`config.mk`:
```
export PLATFORM = sky130hd
export DESIGN_NAME = iob_asym_buffered_converter
export DESIGN_NICKNAME = d
export VERILOG_FILES = /design/src/rtl/iob_asym_buffered_converter.sv
export SDC_FILE = /design/constraint.sdc
export NUM_CORES = 1
export LEC_CHECK = 0
export ABC_AREA = 1
export BUFFER_PORTS_ARGS = -buffer_cell sky130_fd_sc_hd__buf_2
export CORE_ASPECT_RATIO = 0.5
export CORE_MARGIN = 3
export CORE_UTILIZATION = 45
export CTS_CLUSTER_SIZE = 28
export DETAILED_ROUTE_END_ITERATION = 7
export PLACE_DENSITY_LB_ADDON = 0.2
export SKIP_LAST_GASP = 1
export SLEW_MARGIN = 10
export SYNTH_ARGS = -nofsm -noshare
export SYNTH_HDL_FRONTEND = slang
export SYNTH_SLANG_ARGS = --single-unit
```
`constraint.sdc`:
```
create_clock -name clk_i -period 9.1 [get_ports clk_i]
set_input_delay 1.82 -clock clk_i [delete_from_list [all_inputs] [get_ports clk_i]]
set_output_delay 1.82 -clock clk_i [all_outputs]
set_load 0.005 [all_outputs]
```
`src/rtl/iob_asym_buffered_converter.sv`:
```
`default_nettype none
// ============================================================================
// Module      : iob_asym_buffered_converter
// Description : Asymmetric-width adapter between a user write/read port pair
//               and a lane-split dual-port RAM (write packing / read cache).
// Revision    : 1.0
// ============================================================================
module iob_asym_buffered_converter #(
    parameter int W_DATA_W   = 32,
    parameter int R_DATA_W   = 8,
    parameter int ADDR_W     = 4,
    parameter int BIG_ENDIAN = 0,
    localparam int MAXDATA_W = (W_DATA_W > R_DATA_W) ? W_DATA_W : R_DATA_W,
    localparam int MINDATA_W = (W_DATA_W > R_DATA_W) ? R_DATA_W : W_DATA_W,
    localparam int R         = MAXDATA_W / MINDATA_W,
    localparam int L         = $clog2(R),
    localparam int MINADDR_W = ADDR_W - L,
    localparam int W_ADDR_W  = (W_DATA_W > R_DATA_W) ? MINADDR_W : ADDR_W,
    localparam int R_ADDR_W  = (R_DATA_W > W_DATA_W) ? MINADDR_W : ADDR_W
) (
    input  logic                 clk_i,
    input  logic                 cke_i,
    input  logic                 rst_i,
    input  logic                 w_en_i,
    input  logic [W_ADDR_W-1:0]  w_addr_i,
    input  logic [W_DATA_W-1:0]  w_data_i,
    input  logic                 flush_i,
    output logic                 busy_o,
    input  logic                 r_en_i,
    input  logic [R_ADDR_W-1:0]  r_addr_i,
    output logic [R_DATA_W-1:0]  r_data_o,
    output logic                 r_valid_o,
    output logic                 ext_mem_clk_o,
    output logic [R-1:0]         ext_mem_w_en_o,
    output logic [MINADDR_W-1:0] ext_mem_w_addr_o,
    output logic [MAXDATA_W-1:0] ext_mem_w_data_o,
    output logic [R-1:0]         ext_mem_r_en_o,
    output logic [MINADDR_W-1:0] ext_mem_r_addr_o,
    input  logic [MAXDATA_W-1:0] ext_mem_r_data_i
);

    assign ext_mem_clk_o = clk_i;

    if (W_DATA_W < R_DATA_W) begin : g_pack
        logic [MAXDATA_W-1:0] r_pbuf, r_mw_data, r_fwd_data;
        logic [R-1:0]         r_pmask, r_mw_en, r_fwd_sel;
        logic [MINADDR_W-1:0] r_paddr, r_mw_addr;
        logic                 r_flush_pend, r_rvalid;

        logic [MINADDR_W-1:0] w_word;
        logic [L-1:0]         w_lane;
        logic [R-1:0]         w_lmask, w_mmask;
        logic [MAXDATA_W-1:0] w_lbits, w_ldata, w_mbuf;
        logic                 w_evict, w_flush;
        logic [MAXDATA_W-1:0] w_pbuf_nx, w_mw_data_nx, w_fwd_data_nx;
        logic [R-1:0]         w_pmask_nx, w_mw_en_nx, w_fwd_sel_nx;
        logic [MINADDR_W-1:0] w_paddr_nx, w_mw_addr_nx;
        logic                 w_flush_pend_nx;

        always_comb begin
            w_word  = w_addr_i[ADDR_W-1:L];
            w_lane  = (BIG_ENDIAN != 0) ? ~w_addr_i[L-1:0] : w_addr_i[L-1:0];
            w_lmask = R'(1) << w_lane;
            w_lbits = MAXDATA_W'({MINDATA_W{1'b1}}) << (MINDATA_W * w_lane);
            w_ldata = MAXDATA_W'(w_data_i) << (MINDATA_W * w_lane);
            w_mmask = r_pmask | w_lmask;
            w_mbuf  = (r_pbuf & ~w_lbits) | w_ldata;
            w_flush = flush_i | r_flush_pend;
            w_evict = w_en_i && (r_pmask != '0) && (w_word != r_paddr);

            w_pbuf_nx       = r_pbuf;
            w_pmask_nx      = r_pmask;
            w_paddr_nx      = r_paddr;
            w_mw_en_nx      = '0;
            w_mw_addr_nx    = r_mw_addr;
            w_mw_data_nx    = r_mw_data;
            w_flush_pend_nx = 1'b0;

            if (w_en_i) begin
                if (w_evict) begin
                    w_mw_en_nx   = r_pmask;
                    w_mw_addr_nx = r_paddr;
                    w_mw_data_nx = r_pbuf;
                    w_pbuf_nx    = w_ldata;
                    w_pmask_nx   = w_lmask;
                    w_paddr_nx   = w_word;
                    // write port is taken by the eviction, so a coincident flush waits a cycle
                    w_flush_pend_nx = w_flush;
                end else if ((&w_mmask) || w_flush) begin
                    w_mw_en_nx   = w_mmask;
                    w_mw_addr_nx = w_word;
                    w_mw_data_nx = w_mbuf;
                    w_pbuf_nx    = w_mbuf;
                    w_pmask_nx   = '0;
                    w_paddr_nx   = w_word;
                end else begin
                    w_pbuf_nx  = w_mbuf;
                    w_pmask_nx = w_mmask;
                    w_paddr_nx = w_word;
                end
            end else if (w_flush && (r_pmask != '0)) begin
                w_mw_en_nx   = r_pmask;
                w_mw_addr_nx = r_paddr;
                w_mw_data_nx = r_pbuf;
                w_pmask_nx   = '0;
            end

            // RAM is read-first, so pending and in-flight lanes must be forwarded
            w_fwd_data_nx = r_mw_data;
            w_fwd_sel_nx  = '0;
            for (int i = 0; i < R; i++) begin
                if (r_pmask[i] && (r_paddr == r_addr_i)) begin
                    w_fwd_sel_nx[i] = 1'b1;
                    w_fwd_data_nx[i*MINDATA_W +: MINDATA_W] = r_pbuf[i*MINDATA_W +: MINDATA_W];
                end else if (r_mw_en[i] && (r_mw_addr == r_addr_i)) begin
                    w_fwd_sel_nx[i] = 1'b1;
                end
            end
        end

        always_ff @(posedge clk_i) begin
            if (rst_i) begin
                r_pmask      <= '0;
                r_mw_en      <= '0;
                r_flush_pend <= 1'b0;
                r_rvalid     <= 1'b0;
            end else if (cke_i) begin
                r_pbuf       <= w_pbuf_nx;
                r_pmask      <= w_pmask_nx;
                r_paddr      <= w_paddr_nx;
                r_mw_en      <= w_mw_en_nx;
                r_mw_addr    <= w_mw_addr_nx;
                r_mw_data    <= w_mw_data_nx;
                r_flush_pend <= w_flush_pend_nx;
                r_rvalid     <= r_en_i;
                r_fwd_sel    <= w_fwd_sel_nx;
                r_fwd_data   <= w_fwd_data_nx;
            end
        end

        always_comb begin
            r_data_o = ext_mem_r_data_i;
            for (int i = 0; i < R; i++) begin
                if (r_fwd_sel[i]) begin
                    r_data_o[i*MINDATA_W +: MINDATA_W] = r_fwd_data[i*MINDATA_W +: MINDATA_W];
                end
            end
        end

        assign ext_mem_w_en_o   = r_mw_en;
        assign ext_mem_w_addr_o = r_mw_addr;
        assign ext_mem_w_data_o = r_mw_data;
        assign ext_mem_r_en_o   = {R{r_en_i & cke_i}};
        assign ext_mem_r_addr_o = r_addr_i;
        assign busy_o           = (|r_pmask) | (|r_mw_en);
        assign r_valid_o        = r_rvalid;

    end else if (W_DATA_W > R_DATA_W) begin : g_cache
        logic [MAXDATA_W-1:0] r_cdata, r_fill_fwd_data;
        logic [MINADDR_W-1:0] r_caddr, r_fill_word;
        logic                 r_cvalid, r_fill, r_fill_fwd, r_rvalid, r_hit;
        logic [MINDATA_W-1:0] r_hit_data;
        logic [L-1:0]         r_lane;

        logic [MAXDATA_W-1:0] w_fill_data, w_view_data;
        logic [MINADDR_W-1:0] w_view_addr, w_rword;
        logic                 w_view_valid, w_hit;
        logic [L-1:0]         w_rlane;
        logic                 w_unused;

        assign w_unused = flush_i;

        // a fill landing this cycle already counts as cache content for new reads
        always_comb begin
            w_rword     = r_addr_i[ADDR_W-1:L];
            w_rlane     = (BIG_ENDIAN != 0) ? ~r_addr_i[L-1:0] : r_addr_i[L-1:0];
            w_fill_data = r_fill_fwd ? r_fill_fwd_data : ext_mem_r_data_i;
            if (r_fill) begin
                w_view_data  = w_fill_data;
                w_view_addr  = r_fill_word;
                w_view_valid = 1'b1;
            end else begin
                w_view_data  = r_cdata;
                w_view_addr  = r_caddr;
                w_view_valid = r_cvalid;
            end
            w_hit = w_view_valid && (w_view_addr == w_rword);
        end

        always_ff @(posedge clk_i) begin
            if (rst_i) begin
                r_cvalid <= 1'b0;
                r_fill   <= 1'b0;
                r_rvalid <= 1'b0;
            end else if (cke_i) begin
                r_rvalid <= r_en_i;
                r_fill   <= r_en_i && !w_hit;
                if (r_en_i) begin
                    r_hit           <= w_hit;
                    r_hit_data      <= w_view_data[w_rlane*MINDATA_W +: MINDATA_W];
                    r_lane          <= w_rlane;
                    r_fill_word     <= w_rword;
                    r_fill_fwd      <= w_en_i && (w_addr_i == w_rword);
                    r_fill_fwd_data <= w_data_i;
                end
                if (r_fill) begin
                    r_cvalid <= 1'b1;
                    r_caddr  <= r_fill_word;
                    r_cdata  <= (w_en_i && (w_addr_i == r_fill_word)) ? w_data_i : w_fill_data;
                end else if (w_en_i && r_cvalid && (w_addr_i == r_caddr)) begin
                    r_cdata <= w_data_i;
                end
            end
        end

        assign ext_mem_w_en_o   = {R{w_en_i & cke_i}};
        assign ext_mem_w_addr_o = w_addr_i;
        assign ext_mem_w_data_o = w_data_i;
        assign ext_mem_r_en_o   = {R{r_en_i & cke_i & ~w_hit}};
        assign ext_mem_r_addr_o = w_rword;
        assign r_data_o         = r_hit ? r_hit_data : ext_mem_r_data_i[r_lane*MINDATA_W +: MINDATA_W];
        assign busy_o           = 1'b0;
        assign r_valid_o        = r_rvalid;

    end else begin : g_same
        logic r_rvalid;
        logic w_unused;

        assign w_unused = flush_i;

        always_ff @(posedge clk_i) begin
            if (rst_i) begin
                r_rvalid <= 1'b0;
            end else if (cke_i) begin
                r_rvalid <= r_en_i;
            end
        end

        assign ext_mem_w_en_o   = {R{w_en_i & cke_i}};
        assign ext_mem_w_addr_o = w_addr_i;
        assign ext_mem_w_data_o = w_data_i;
        assign ext_mem_r_en_o   = {R{r_en_i & cke_i}};
        assign ext_mem_r_addr_o = r_addr_i;
        assign r_data_o         = ext_mem_r_data_i;
        assign busy_o           = 1'b0;
        assign r_valid_o        = r_rvalid;
    end

endmodule
`default_nettype wire
```
==> results of run 1 <==
cells by family after synthesis:
family / count (synthesis) / synth area share, %
and+or+nand+nor: 209 / 16.4
buffers and inverters: 136 / 15.4
DFF: 83 / 50.4
other: 1 / 0.0768
AOI/OAI and AO/OA: 136 / 17.6
through the flow:
| step | utilization (%) | hold WS (ns) |
|---|---|---|
| after detailed placement | 50.3 | 0.456 |
| after CTS | 54.0 | 0.464 |
| after floorplan | - | 0.449 |
| final | 54.0 | 0.463 |
| after global routing | 54.0 | 0.480 |
| after global placement | 50.3 | 0.447 |
routing by layer:
layer	routed length, um	GRT usage, %	vias to the layer above
li1	-	-	1974
met1	5550	28.6	1809
met2	5500	32.1	148
met3	1040	5.68	10
met4	114	5.33	0
met5	0	0	-
worst min path at each step:
stage	startpoint	to	slack, ns	depth (start not counted)
2_1_floorplan	r_valid_o	r_valid_o	0.45	2
3_3_place_gp	r_valid_o	r_valid_o	0.45	2
3_5_place_dp	r_valid_o	r_valid_o	0.46	2
4_1_cts	r_valid_o	r_valid_o	0.46	2
5_1_grt	r_valid_o	r_valid_o	0.48	2
6_report	r_valid_o	r_valid_o	0.46	2
sequential cells by signal, indices dropped and copies added (netlist names):
name	flops
g_cache.r_caddr	2
g_cache.r_cdata	32
g_cache.r_cvalid	1
g_cache.r_fill	1
g_cache.r_fill_fwd	1
g_cache.r_fill_fwd_data	32
g_cache.r_fill_word	2
g_cache.r_hit	1
g_cache.r_hit_data	8
g_cache.r_lane	2
r_valid_o	1
critical path, stage by stage:
cell,delay (ns)
clkbuf_16,0.12
clkbuf_16,0.13
buf_2,0.11
cell type report:
class	count	share of cell area (%)
Clock buffer	13	5.45
Clock inverter	6	1.45
Inverter	62	4.15
Multi-Input combinational cell	346	29.9
Sequential cell	83	43.9
Tap cell	140	3.12
Timing Repair Buffer	132	12.0
power by group through the flow:
| stage | sequential, mW | combinational (mW) | clock (mW) |
|---|---|---|---|
| finish | 0.443 | 0.131 | 0.450 |
| global route | 0.444 | 0.148 | 0.476 |
| CTS | 0.443 | 0.132 | 0.458 |
| detailed placement | 0.451 | 0.131 | 0.00477 |
| global placement | 0.450 | 0.128 | 0.00477 |
| floorplan | 0.448 | 0.0948 | 0.00712 |
cells in the final DEF (no fill, tap or decap), drive strengths merged, types with 3 or more instances in the layout:
cell | netlist | final
nand2 | 159 | 159
buf | 65 | 133
o21ai | 93 | 93
edfxtp | 80 | 80
inv | 61 | 61
nor2 | 43 | 43
o211ai | 18 | 18
clkbuf | 9 | 12
a21oi | 11 | 11
a31oi | 9 | 9
nand3 | 5 | 5
o22ai | 4 | 4
clkinv | 1 | 4
dfxtp | 3 | 3
==> run summary, run 1 <==
Status: finished, final reports clean
Largest net degree at the start of global routing: 65
Area of the multi-input gates: 1680 um2
Worst setup EP type: output pin
Filler Cells Inserted: 1001
Reg2Reg Setup Slack: 6.95 ns
Sw Pwr: 243 uW
Pre-antenna DRT Iters: 5
Final max-slew violation count: 0
Max_slew headroom: 32.6%
DR vias: 3941
Total power: 1.02 mW
Most frequent cell after synthesis: nand2_1
Crit path launch: clk_i
Drt via density: 5.04
Final #Nets: 714
Worst EP arrival: 4.91 ns
Gate Count Post-Synth: 565
Register bit count reported by yosys: 83
Crit Path Max Fanout: 2
Initial DRC count: 371
Starting Density: 47.0%
Post-route cell area: 5610 um2
Post-synth EDFFs: 80
# diodes: 0
Initial antenna violation count: 0
Synth warnings: 0
Full die area: 12200 um2
Post-Route WL: 12200 um
Sw frac: 23.8%
Final global-route overflow total: 0
Critical path class: clk2out
Cell row count: 26
P_int: 780 uW
Place WS: 2.63 ns
Wire length of the first global-routing pass: 19400 um
Cell count after placement: 764
Syn Nets: 641
Placement Cell Area: 5220 um2
RSZ-0062 raised after global routing: no
Layout area overhead: 14.8%
Post_cts resized: 0
Register area: 2460 um2
Synth top area share: 49.2%
All-layer global routing usage: 20.6%
CP Data Required Time: 7.28 ns
Logic pwr share: 12.8%
Worst Tran Pin Value: 1.01 ns
Startpoint Class: clock port
Antenna viol nets, final: 0
Synth cell types: 24
Layout cells sized above 1: 29.3%
Fin Clk Skew: 0.00263 ns
Hold-fix buffers, CTS: 0
Cell area after synthesis: 4880 um2
Die height: 79.6 um
Max VDD drop: 0.152 mV
Die width: 153 um
Clock power frac: 44.0%
Core Area: 10400 um2
Final setup violation count: 0
DRC: 0
Top cells by count, synth: nand2_1 (159), edfxtp_1 (80), inv_1 (57)
Static Leak: 2.54 nW
R2r endpoint: g_cache.r_hit_data[4]
Clk_lat worst skew: 0.45 ns
PwrDens: 183 nW/um2
Min-Delay Path Class: reg2reg
Ranking of synthesized cells by area: edfxtp_1 (49%), nand2_1 (12%), buf_4 (7.2%)
Reg-to-reg startpoint: g_cache.r_fill_fwd
Setup crit end: ext_mem_clk_o
Num ports: 131
GP Congestion: 0.798
Sequential Power Share: 43.3%
Drt wl/cell: 15.6 um
Final Hold Viols: 0
Setup TNS: 0 ns
Post-CTS setup buffers: 0
Post-layout worst setup margin: 2.37 ns
Vias in the first global route: 3670
TritonCTS clock tree: yes
Port bufs: 128
Clock slew at reported path FFs: 0.06 ns
Sequential fraction of the synthesis area: 50.4%
# Max-Cap Violations: 0
Async S/R FF share, synth: 0%
Area leader, netlist: edfxtp_1
Syn avg cell area: 8.64 um2
Primary FF master, synth: edfxtp_1
DPL Wire Length: 8210 um
Reg2Reg Depth: 9
Finished Layout Cells: 782
(Power assumes the default switching activity.)
==> run 2: changes to the inputs <==
==> constraint.sdc (replaced) <==
create_clock -name clk_i -period 6.65 [get_ports clk_i]
set_input_delay 1.33 -clock clk_i [delete_from_list [all_inputs] [get_ports clk_i]]
set_output_delay 1.33 -clock clk_i [all_outputs]
set_load 0.005 [all_outputs]
==> run summary, run 2 (synthesized netlist as in run 1, its figures left out) <==
Status: finished, final reports clean
Post-CTS setup buffers: 0
Final max-slew violation count: 0
Post-Route WL: 12300 um
Final #Nets: 714
Clk_lat worst skew: 0.45 ns
Reg-to-reg startpoint: g_cache.r_fill_fwd
TritonCTS clock tree: yes
CP Data Required Time: 5.32 ns
Fin Hold WS: 0.460 ns
PwrDens: 254 nW/um2
Initial antenna violation count: 0
Layout area overhead: 15.3%
Drt via density: 5.02
# diodes: 0
Worst Tran Pin Value: 1.05 ns
Largest net degree at the start of global routing: 65
Min-Delay Path Class: reg2reg
Num ports: 131
Starting Density: 47.0%
Reg2Reg Depth: 9
Vias in the first global route: 3607
Drt wl/cell: 15.8 um
Max VDD drop: 0.251 mV
Setup TNS: 0 ns
Largest regs: g_cache.r_cdata x32, g_cache.r_fill_fwd_data x32, g_cache.r_hit_data x8
Most frequent cells in the layout: nand2_1 (159), buf_2 (128), edfxtp_1 (80), inv_1 (57), o21ai_0 (49)
Antenna viol nets, final: 0
Clock power frac: 45.1%
Final global-route overflow total: 0
Sink of the worst hold path: r_valid_o
R2r endpoint: g_cache.r_hit_data[4]
DRC: 0
Critical path class: clk2out
Max_slew headroom: 29.7%
Sw Pwr: 354 uW
Cell row count: 26
Worst EP arrival: 3.68 ns
Startpoint Class: clock port
Die height: 79.6 um
Wire length of the first global-routing pass: 19000 um
Layout cells sized above 1: 29.5%
Logic pwr share: 12.5%
WHS Path Cells: 2
DR vias: 3928
Port bufs: 128
Crit Path Max Fanout: 2
Crit path launch: clk_i
Fin Clk Skew: 0.00595 ns
Full die area: 12200 um2
RSZ-0062 raised after global routing: no
Worst setup EP type: output pin
Core Area: 10400 um2
GP Congestion: 0.804
P_int: 1.07 mW
DPL Wire Length: 8260 um
Most common cell after layout, fill and taps aside: nand2_1
# Max-Cap Violations: 0
Static Leak: 2.55 nW
Final Hold Viols: 0
Initial DRC count: 330
Die width: 153 um
Post_cts resized: 0
Hold-fix buffers, CTS: 0
Sequential Power Share: 42.4%
Final setup violation count: 0
Clock slew at reported path FFs: 0.06 ns
All-layer global routing usage: 20.4%
Reg2Reg Setup Slack: 4.59 ns
Sw frac: 24.8%
Pre-antenna DRT Iters: 5
Hold_sp: r_valid_o
-- run 2: power groups by stage --
stage / Sequential, mW / Clock [mW] / Combinational [mW]
2_1_floorplan: 0.613 / 0.00975 / 0.130
3_3_place_gp: 0.616 / 0.00653 / 0.176
3_5_place_dp: 0.617 / 0.00653 / 0.178
4_1_cts: 0.606 / 0.654 / 0.180
5_1_grt: 0.608 / 0.677 / 0.201
6_report: 0.606 / 0.644 / 0.178
-- run 2: per-layer routing --
metal  wire, um  GRT usage (%)
met1       5840           29.2
met2       5440           30.4
met3        891           5.25
met4        168           6.31
met5          0              0
-- run 2: worst max path at each step --
stage | to | slack, ns | depth (start not counted)
after floorplan | ext_mem_clk_o | 1.88 | 1
after global placement | ext_mem_clk_o | 1.89 | 1
after detailed placement | ext_mem_clk_o | 1.89 | 1
after CTS | ext_mem_clk_o | 1.63 | 3
after global routing | ext_mem_clk_o | 1.63 | 3
final | ext_mem_clk_o | 1.64 | 3
-- run 2: critical path: stages --
cell and delay (ns):
clkbuf_16 0.12, clkbuf_16 0.13, buf_2 0.11
-- run 2: metrics by stage --
step	setup WS, ns	cells	area (um2)	util [%]	power, mW
after CTS	1.63	783	5630	54.2	1.44
final	1.64	783	5630	54.2	1.43
after detailed placement	1.89	764	5220	50.3	0.802
after global routing	1.63	783	5630	54.2	1.49
after floorplan	1.88	565	4880	-	0.752
after global placement	1.89	764	5220	50.3	0.798
-- run 2: final cells by class --
cell class / count / area (um2)
fillers: 973 / 4750
flip-flops and latches: 83 / 2460
multi-input cells: 346 / 1680
repair buffers: 132 / 673
clock buffers: 13 / 305
inverters: 62 / 233
well taps: 140 / 175
clock inverters: 7 / 103
==> run 3: changes to the inputs <==
--- a/config.mk
+++ b/config.mk
@@ -5,7 +5,7 @@
 export SDC_FILE = /design/constraint.sdc
 export NUM_CORES = 1
 export LEC_CHECK = 0
-export ABC_AREA = 1
+export ABC_AREA = 0
 export BUFFER_PORTS_ARGS = -buffer_cell sky130_fd_sc_hd__buf_2
 export CORE_ASPECT_RATIO = 0.5
 export CORE_MARGIN = 3
==> constraint.sdc (replaced) <==
create_clock -name clk_i -period 4.8 [get_ports clk_i]
set_input_delay 0.96 -clock clk_i [delete_from_list [all_inputs] [get_ports clk_i]]
set_output_delay 0.96 -clock clk_i [all_outputs]
set_load 0.005 [all_outputs]
==> run summary, run 3 <==
DR vias: 3001
Cell mode on critical path: clkbuf_16
Largest regs: g_cache.r_cdata x32, g_cache.r_fill_fwd_data x32, g_cache.r_hit_data x8
Largest net degree at the start of global routing: 65
Core Area: 9920 um2
Initial DRC count: 152
Max_slew headroom: 25.5%
Worst EP arrival: 2.76 ns
Crit Path Max Fanout: 2
TritonCTS clock tree: yes
WHS Path Cells: 2
Register bit count reported by yosys: 83
Min-Delay Path Class: reg2reg
Final #Nets: 515
CP max-delay cell: clkbuf_16
Post-Route WL: 10200 um
Num ports: 131
Fin Clk Skew: 0.00786 ns
Hold-fix buffers, CTS: 0
Fin Hold WS: 0.469 ns
Top cells by count, synth: edfxtp_1 (80), nor2_1 (54), buf_4 (48)
CP Data Required Time: 3.84 ns
Worst Tran Pin Value: 1.11 ns
Synth warnings: 0
Syn Nets: 435
Worst setup EP type: output pin
Post-CTS setup buffers: 0
Worst path cell trace: clkbuf_16 > clkbuf_16 > buf_2
Crit path launch: clk_i
Critical path class: clk2out
Clock slew at reported path FFs: 0.06 ns
Synth cell types: 33
Hold_sp: r_valid_o
Cell row count: 25
Layout area overhead: 14.9%
Most frequent cells in the layout: buf_2 (128), edfxtp_1 (80), nor2_1 (54), mux2i_1 (36), a21oi_2 (29)
Slowest stage delay, CP: 0.13 ns
Max VDD drop: 0.265 mV
Static Leak: 2.20 nW
Async S/R FF share, synth: 0%
Vias in the first global route: 3039
Crit path max-delay family: buffers and inverters
Reg-to-reg startpoint: g_cache.r_fill_fwd
Post-synth EDFFs: 80
Port bufs: 128
Drt via density: 5.18
Cell area after synthesis: 4800 um2
Final setup violation count: 0
# Max-Cap Violations: 0
Synth top area share: 50.1%
Area leader, netlist: edfxtp_1
DPL Wire Length: 6890 um
RSZ-0062 raised after global routing: no
Setup TNS: 0 ns
Drt wl/cell: 17.6 um
DRC: 0
Gate Count Post-Synth: 359
Post_cts resized: 0
Most frequent cell after synthesis: edfxtp_1
Full die area: 12000 um2
Final Hold Viols: 0
PwrDens: 337 nW/um2
Reg2Reg Depth: 4
Clk_lat worst skew: 0.44 ns
Die width: 152 um
Final max-slew violation count: 0
WP buf/inv: 3
Wire length of the first global-routing pass: 16200 um
Initial antenna violation count: 0
# diodes: 0
Layout cells sized above 1: 48.9%
All-layer global routing usage: 17.5%
GP Congestion: 0.760
Sequential fraction of the synthesis area: 51.3%
Pre-antenna DRT Iters: 4
Crit path depth: 3
Primary FF master, synth: edfxtp_1
Syn avg cell area: 13.4 um2
Status: finished, final reports clean
Startpoint Class: clock port
Starting Density: 48.4%
Ranking of synthesized cells by area: edfxtp_1 (50%), mux4_2 (11%), mux2i_1 (7.5%)
Filler Cells Inserted: 843
Most common cell after layout, fill and taps aside: buf_2
Die height: 79.0 um
Antenna viol nets, final: 0
Final global-route overflow total: 0
-- run 3: stage by stage --
stage | setup slack [ns] | instance area [um2] | total power, mW | std cells | utilization, %
6_report | 1.08 | 5520 | 1.86 | 579 | 55.6
5_1_grt | 1.07 | 5520 | 1.94 | 579 | 55.6
4_1_cts | 1.08 | 5520 | 1.88 | 579 | 55.6
3_5_place_dp | 1.34 | 5170 | 1.12 | 560 | 52.1
3_3_place_gp | 1.34 | 5170 | 1.12 | 560 | 52.1
2_1_floorplan | 0.755 | 4800 | 1.05 | 359 | -
-- run 3: per-layer routing --
layer	track usage, %	part of all wire [%]
met5	0	0
met4	3.50	0.54
met3	5.23	5.6
met2	28.1	47
met1	24.1	47
-- run 3: final timing paths --
check | slack, ns | endpoint
max | 1.08 | ext_mem_clk_o
min | 0.47 | r_valid_o
max reg2reg | 2.45 | g_cache.r_hit_data[0]
min reg2reg | 0.47 | r_valid_o
-- run 3: final cells by class --
class	instances	area, um2	area share, %
clock inverters	4	27.5	0.499
inverters	2	7.51	0.136
repair buffers	132	686	12.4
well taps	135	169	3.06
multi-input cells	207	1840	33.3
clock buffers	16	327	5.92
flip-flops and latches	83	2460	44.6
-- run 3: tightest hold or removal path, delay by kind of cell (launching register included) --
kind / cells / cell delay, ns
DFF: 1 / 0.31
and+or+nand+nor: 1 / 0.06
AOI/OAI and AO/OA: 1 / 0.06
-- run 3: power breakdown --
| group | internal (mW) | switching [mW] |
|---|---|---|
| sequential | 0.829 | 0.0183 |
| clock | 0.475 | 0.288 |
| combinational | 0.120 | 0.126 |
-- run 3: cells by family (layout without fill, tap and decap cells) --
| logic type | after synthesis | after routing | synth area share, % |
|---|---|---|---|
| buffers and inverters | 69 | 154 | 10.7 |
| AOI/OAI and AO/OA | 62 | 62 | 9.72 |
| muxes | 70 | 70 | 21.1 |
| and+or+nand+nor | 65 | 65 | 5.47 |
| xor gates and xnor gates | 9 | 9 | 1.64 |
| other | 1 | 1 | 0.0781 |
| DFF | 83 | 83 | 51.3 |
